<file path="src/rtl/io_debounce_pkg.sv">
// io_debounce_pkg: board timing constants and shared types for the input conditioner.
// The default debounce window is derived from the board clock and the wanted debounce time.
package io_debounce_pkg;

  localparam int BOARD_CLK_HZ          = 50_000_000;
  localparam int DEBOUNCE_MS           = 1;
  localparam int DEFAULT_STABLE_CYCLES = (BOARD_CLK_HZ / 1000) * DEBOUNCE_MS;

  // Per-channel debounce state: IDLE when the input agrees with the output,
  // PENDING while a disagreement is being timed.
  typedef enum logic {
    CH_IDLE    = 1'b0,
    CH_PENDING = 1'b1
  } ch_state_e;

  // Counter width able to hold 0..stable_cycles without wrapping.
  function automatic int cnt_width(input int stable_cycles);
    return (stable_cycles < 1) ? 1 : $clog2(stable_cycles + 1);
  endfunction

endpackage

</file>
<file path="src/rtl/io_debounce_ch.sv">
// io_debounce_ch: one input channel -- two-flop synchroniser, polarity fix,
// stable-time counter, debounced level and (with IO_DEBOUNCE_EDGE_EN) rise/fall pulses.
module io_debounce_ch
  import io_debounce_pkg::*;
#(
  parameter int   STABLE_CYCLES = DEFAULT_STABLE_CYCLES,
  parameter logic INVERT_BIT    = 1'b0
) (
  input  logic clk,
  input  logic rst,
  input  logic raw_in,
  input  logic sample_en,
  output logic level,
  output logic rise,
  output logic fall
);

  localparam int            CW   = cnt_width(STABLE_CYCLES);
  localparam logic [CW-1:0] LAST = CW'(STABLE_CYCLES - 1);

  logic          s1;
  logic          s2;
  logic          x;
  logic          terminal;
  logic          level_nx;
  logic [CW-1:0] cnt;
  logic [CW-1:0] cnt_nx;
  ch_state_e     state;
  ch_state_e     state_nx;

  // Synchroniser resets to the idle pin level so the normalised input starts at 0.
  always_ff @(posedge clk or posedge rst) begin
    if (rst) begin
      s1 <= INVERT_BIT;
      s2 <= INVERT_BIT;
    end else begin
      s1 <= raw_in;
      s2 <= s1;
    end
  end

  assign x        = s2 ^ INVERT_BIT;
  assign terminal = sample_en && (cnt == LAST);

  // Debounce state, counter and output level registers.
  always_ff @(posedge clk or posedge rst) begin
    if (rst) begin
      state <= CH_IDLE;
      cnt   <= '0;
      level <= 1'b0;
    end else begin
      state <= state_nx;
      cnt   <= cnt_nx;
      level <= level_nx;
    end
  end

  // Any agreement restarts the window; disagreement counts on sample_en and flips at terminal count.
  always_comb begin
    state_nx = state;
    cnt_nx   = cnt;
    level_nx = level;
    case (state)
      CH_IDLE, CH_PENDING: begin
        if (x == level) begin
          state_nx = CH_IDLE;
          cnt_nx   = '0;
        end else if (terminal) begin
          state_nx = CH_IDLE;
          cnt_nx   = '0;
          level_nx = x;
        end else begin
          state_nx = CH_PENDING;
          if (sample_en) begin
            cnt_nx = cnt + CW'(1);
          end
        end
      end
      default: begin
        state_nx = CH_IDLE;
        cnt_nx   = '0;
      end
    endcase
  end

`ifdef IO_DEBOUNCE_EDGE_EN
  // Edge pulses line up with the cycle the new level first appears.
  always_ff @(posedge clk or posedge rst) begin
    if (rst) begin
      rise <= 1'b0;
      fall <= 1'b0;
    end else begin
      rise <= level_nx & ~level;
      fall <= ~level_nx & level;
    end
  end
`else
  assign rise = 1'b0;
  assign fall = 1'b0;
`endif

endmodule

</file>
<file path="src/rtl/io_debounce.sv">
// io_debounce: N-channel input conditioner for buttons, switches and the Arduino reset.
// Define IO_DEBOUNCE_EDGE_EN to build the rise/fall/any_event pulse logic; otherwise they read 0.
module io_debounce
  import io_debounce_pkg::*;
#(
  parameter int                  CHANNELS      = 12,
  parameter int                  STABLE_CYCLES = DEFAULT_STABLE_CYCLES,
  parameter logic [CHANNELS-1:0] INVERT        = '0
) (
  input  logic                clk,
  input  logic                rst,
  input  logic [CHANNELS-1:0] raw_in,
  input  logic                sample_en,
  output logic [CHANNELS-1:0] level,
  output logic [CHANNELS-1:0] rise,
  output logic [CHANNELS-1:0] fall,
  output logic                any_event
);

  for (genvar i = 0; i < CHANNELS; i++) begin : g_ch
    io_debounce_ch #(
      .STABLE_CYCLES (STABLE_CYCLES),
      .INVERT_BIT    (INVERT[i])
    ) u_ch (
      .clk       (clk),
      .rst       (rst),
      .raw_in    (raw_in[i]),
      .sample_en (sample_en),
      .level     (level[i]),
      .rise      (rise[i]),
      .fall      (fall[i])
    );
  end

`ifdef IO_DEBOUNCE_EDGE_EN
  // Summary strobe is an OR of already-registered pulses, so it never depends on raw_in directly.
  assign any_event = |{rise, fall};
`else
  assign any_event = 1'b0;
`endif

endmodule

</file>
<file path="config.mk">
export PLATFORM = sky130hd
export DESIGN_NAME = io_debounce
export DESIGN_NICKNAME = d
export VERILOG_FILES = /design/src/rtl/io_debounce_pkg.sv /design/src/rtl/io_debounce_ch.sv /design/src/rtl/io_debounce.sv
export SDC_FILE = /design/constraint.sdc
export NUM_CORES = 1
export LEC_CHECK = 0
export CAP_MARGIN = 20
export CORE_AREA = 2 2 218 220
export CTS_BUF_LIST = sky130_fd_sc_hd__clkbuf_8
export CTS_CLUSTER_DIAMETER = 80
export DETAILED_ROUTE_END_ITERATION = 16
export DIE_AREA = 0 0 220 222
export PLACE_DENSITY = 0.45
export SYNTH_ARGS = -nofsm -noshare
export SYNTH_HDL_FRONTEND = slang
export SYNTH_SLANG_ARGS = --single-unit
</file>
<file path="constraint.sdc">
create_clock -name clk -period 14.5 [get_ports clk]
set_clock_uncertainty 0.05 [all_clocks]
set_input_delay 3.625 -clock clk [delete_from_list [all_inputs] [get_ports clk]]
set_output_delay 3.625 -clock clk [all_outputs]
set_load 0.03 [all_outputs]
</file>
==> impl_metrics.tcl <==
set metrics [dict create \
    outcome "completed" \
    die_w_um 220 \
    drc 0 \
    drive_above_1_share 0.0778 \
    wl_per_cell_um 13.0 \
    insertion_delay_ns 0.57 \
    timing.slew.headroom 0.410 \
    clkTransAtPathRegs_ns 0.06 \
    cap_violations 0 \
    cts-resized-gates 0 \
    setup_viol 0 \
    avgSynthCellArea_um2 9.90 \
    path_class "primary input to flip-flop" \
    final_cell_area_um2 13100 \
    grtUsageTotal 0.102 \
    p_per_area_nw_per_um2 106 \
    cts_made_buffers 44 \
    grt_pass1_wl_mm 41.5 \
    ir_drop_v 0.0000597 \
    layout_commonest_cell "dfrtp_1" \
    syn-cell-area_um2 11500 \
    max_freq_ghz 0.168 \
    io_pins 52 \
    synth-edff-count 0 \
    cts.htree.levels 2 \
    period_share 0.411 \
    routed-via-count 8131 \
    fin_cells 1829 \
    first_global_vias 8236 \
    cp_data_arrival_time_ns 6.33 \
    dieArea_um2 48800 \
    cts_tree "built" \
    yosysWarnings 0 \
    post_drt_via_cell_ratio 4.45 \
    fin_nets 1217 \
    clockRootBuffer "clkbuf_8" \
    cp-end-kind "flip-flop" \
    hpwl_mm 15.2 \
    dp.cells 1751 \
    synthToLayoutAreaGrowth_pct 14.2 \
    ys.flop_type "dfrtp_1" \
    worst_pin_slew_ns 0.885 \
    ant_nets 0 \
    dr.first_iter.drc_count 376 \
    rows 79 \
    grt_max_degree 97 \
    placed_area_um2 12100 \
    required_ns 14.88 \
    crit_path_start_kind "primary input" \
    synthDistinctLibCells 68 \
    gp_congestion 0.747 \
    worst-path-max-fanout 50 \
    ys_async_sr_fraction 1.00 \
    clockBufferDepth 3 \
    antenna_found_initial 1 \
    die_h_um 222 \
    netlist_instances 1157 \
    drt-pass1-iter-count 5 \
    ys_ff_latch 228 \
    post_cts_hold_buffer_count 0 \
    overflow 0 \
    fill_cells 4907 \
    ys_seq_area_frac 0.498 \
    slew_violations 0 \
    yosysTopAreaCellShare 0.498 \
    core_um2 46300 \
    cts.sinks 228 \
    initial_core_util 0.248 \
    leakage_nw 5.47 \
    finalSetupTns_ns 0 \
    synth_largest_area_cell "dfrtp_1" \
    hold_path_class "flip-flop to flip-flop" \
    final_util 0.283 \
    rsz0062_at_grt "false" \
    synth_area_leaders "dfrtp_1, xor2_1, nor2_1" \
    port_buffers 26 \
    hold_viol 0 \
    finalWirelength_mm 23.8 \
    layout_common_cells "dfrtp_1, nor2_1, nand2_1" \
    cts_setup_buffers 0 \
    post-route-min-period_ns 5.95 \
]
==> power breakdown <==
| group | total, mW | internal, mW | leakage (nW) | switching (mW) |
|---|---|---|---|---|
| clock network | 0.676 | 0.394 | 0.529 | 0.283 |
| logic | 0.0599 | 0.0133 | 1.82 | 0.0465 |
| registers | 0.654 | 0.646 | 3.11 | 0.00837 |
| total | 1.39 | 1.05 | 5.47 | 0.338 |
==> path summary, 6_finish.rpt <==
check | start | to | slack, ns | cells past startpoint
min in group asynchronous | rst | g_ch[5].u_ch.s1 | 3.54 | 2
worst max register to register | g_ch[3].u_ch.cnt[4] | g_ch[3].u_ch.cnt[15] | 12.06 | 5
max in group asynchronous | rst | g_ch[10].u_ch.cnt[0] | 9.48 | 3
worst max-delay path | sample_en | g_ch[0].u_ch.cnt[10] | 8.55 | 7
worst min-delay path | g_ch[3].u_ch.s1 | g_ch[3].u_ch.s2 | 0.30 | 0
worst min register to register | g_ch[3].u_ch.s1 | g_ch[3].u_ch.s2 | 0.30 | 0
==> Yosys cell counts (12+ instances only) <==
cell type / count
a21oi_1: 20
and3_1: 19
and4_1: 14
buf_2: 13
buf_4: 42
dfrtp_1: 228
ha_1: 12
inv_1: 14
nand2_1: 113
nand3_1: 70
nand4_1: 50
nor2_1: 177
nor3_1: 19
o21ai_0: 18
o31ai_1: 13
or3_1: 15
xnor2_1: 58
xor2_1: 108
==> worst max-delay path: stages <==
cell     delay (ns)
buf_2          0.42
inv_2          0.23
buf_4          0.37
or4_4          0.50
o41ai_4        0.72
or2_2          0.34
o31ai_1        0.10
==> final cells by class <==
type	count	area [um^2]	area share
Clock buffer	55	757	0.0579
Tap cell	607	759	0.0581
Antenna cell	1	2.50	0.000191
Clock inverter	22	170	0.0130
Sequential cell	228	5710	0.436
Multi-Input combinational cell	870	5330	0.407
Timing Repair Buffer	30	285	0.0218
Inverter	16	67.6	0.00517
==> per-stage QoR <==
| stage | setup slack (ns) | power [mW] | hold slack [ns] |
|---|---|---|---|
| 2_1_floorplan | 4.58 | 0.715 | 0.281 |
| 3_3_place_gp | 7.99 | 0.727 | 0.282 |
| 3_5_place_dp | 7.94 | 0.727 | 0.286 |
| 4_1_cts | 8.55 | 1.42 | 0.300 |
| 5_1_grt | 8.36 | 1.46 | 0.317 |
| 6_report | 8.55 | 1.39 | 0.297 |
==> cells by family (layout without fill, tap and decap cells) <==
kind of cell	after synthesis	in the layout	share of synthesized area
xor+xnor	166	166	0.127
other cells	1	26	0.000327
mux	13	13	0.0126
flops	228	228	0.498
simple gates	555	555	0.245
compound gates	99	99	0.0599
fa+ha+maj	12	12	0.0131
buf+inv	83	123	0.0444
==> routing by layer <==
layer,wire (um),global-route usage
met1,11600,0.139
met2,10600,0.156
met3,935,0.0237
met4,622,0.0377
met5,0,0
==> state kept, by name (all words and copies together) (netlist names) <==
register and cells:
g_ch.u_ch.cnt 192, g_ch.u_ch.level 12, g_ch.u_ch.s1 12, g_ch.u_ch.s2 12
(Power assumes the default switching activity.)
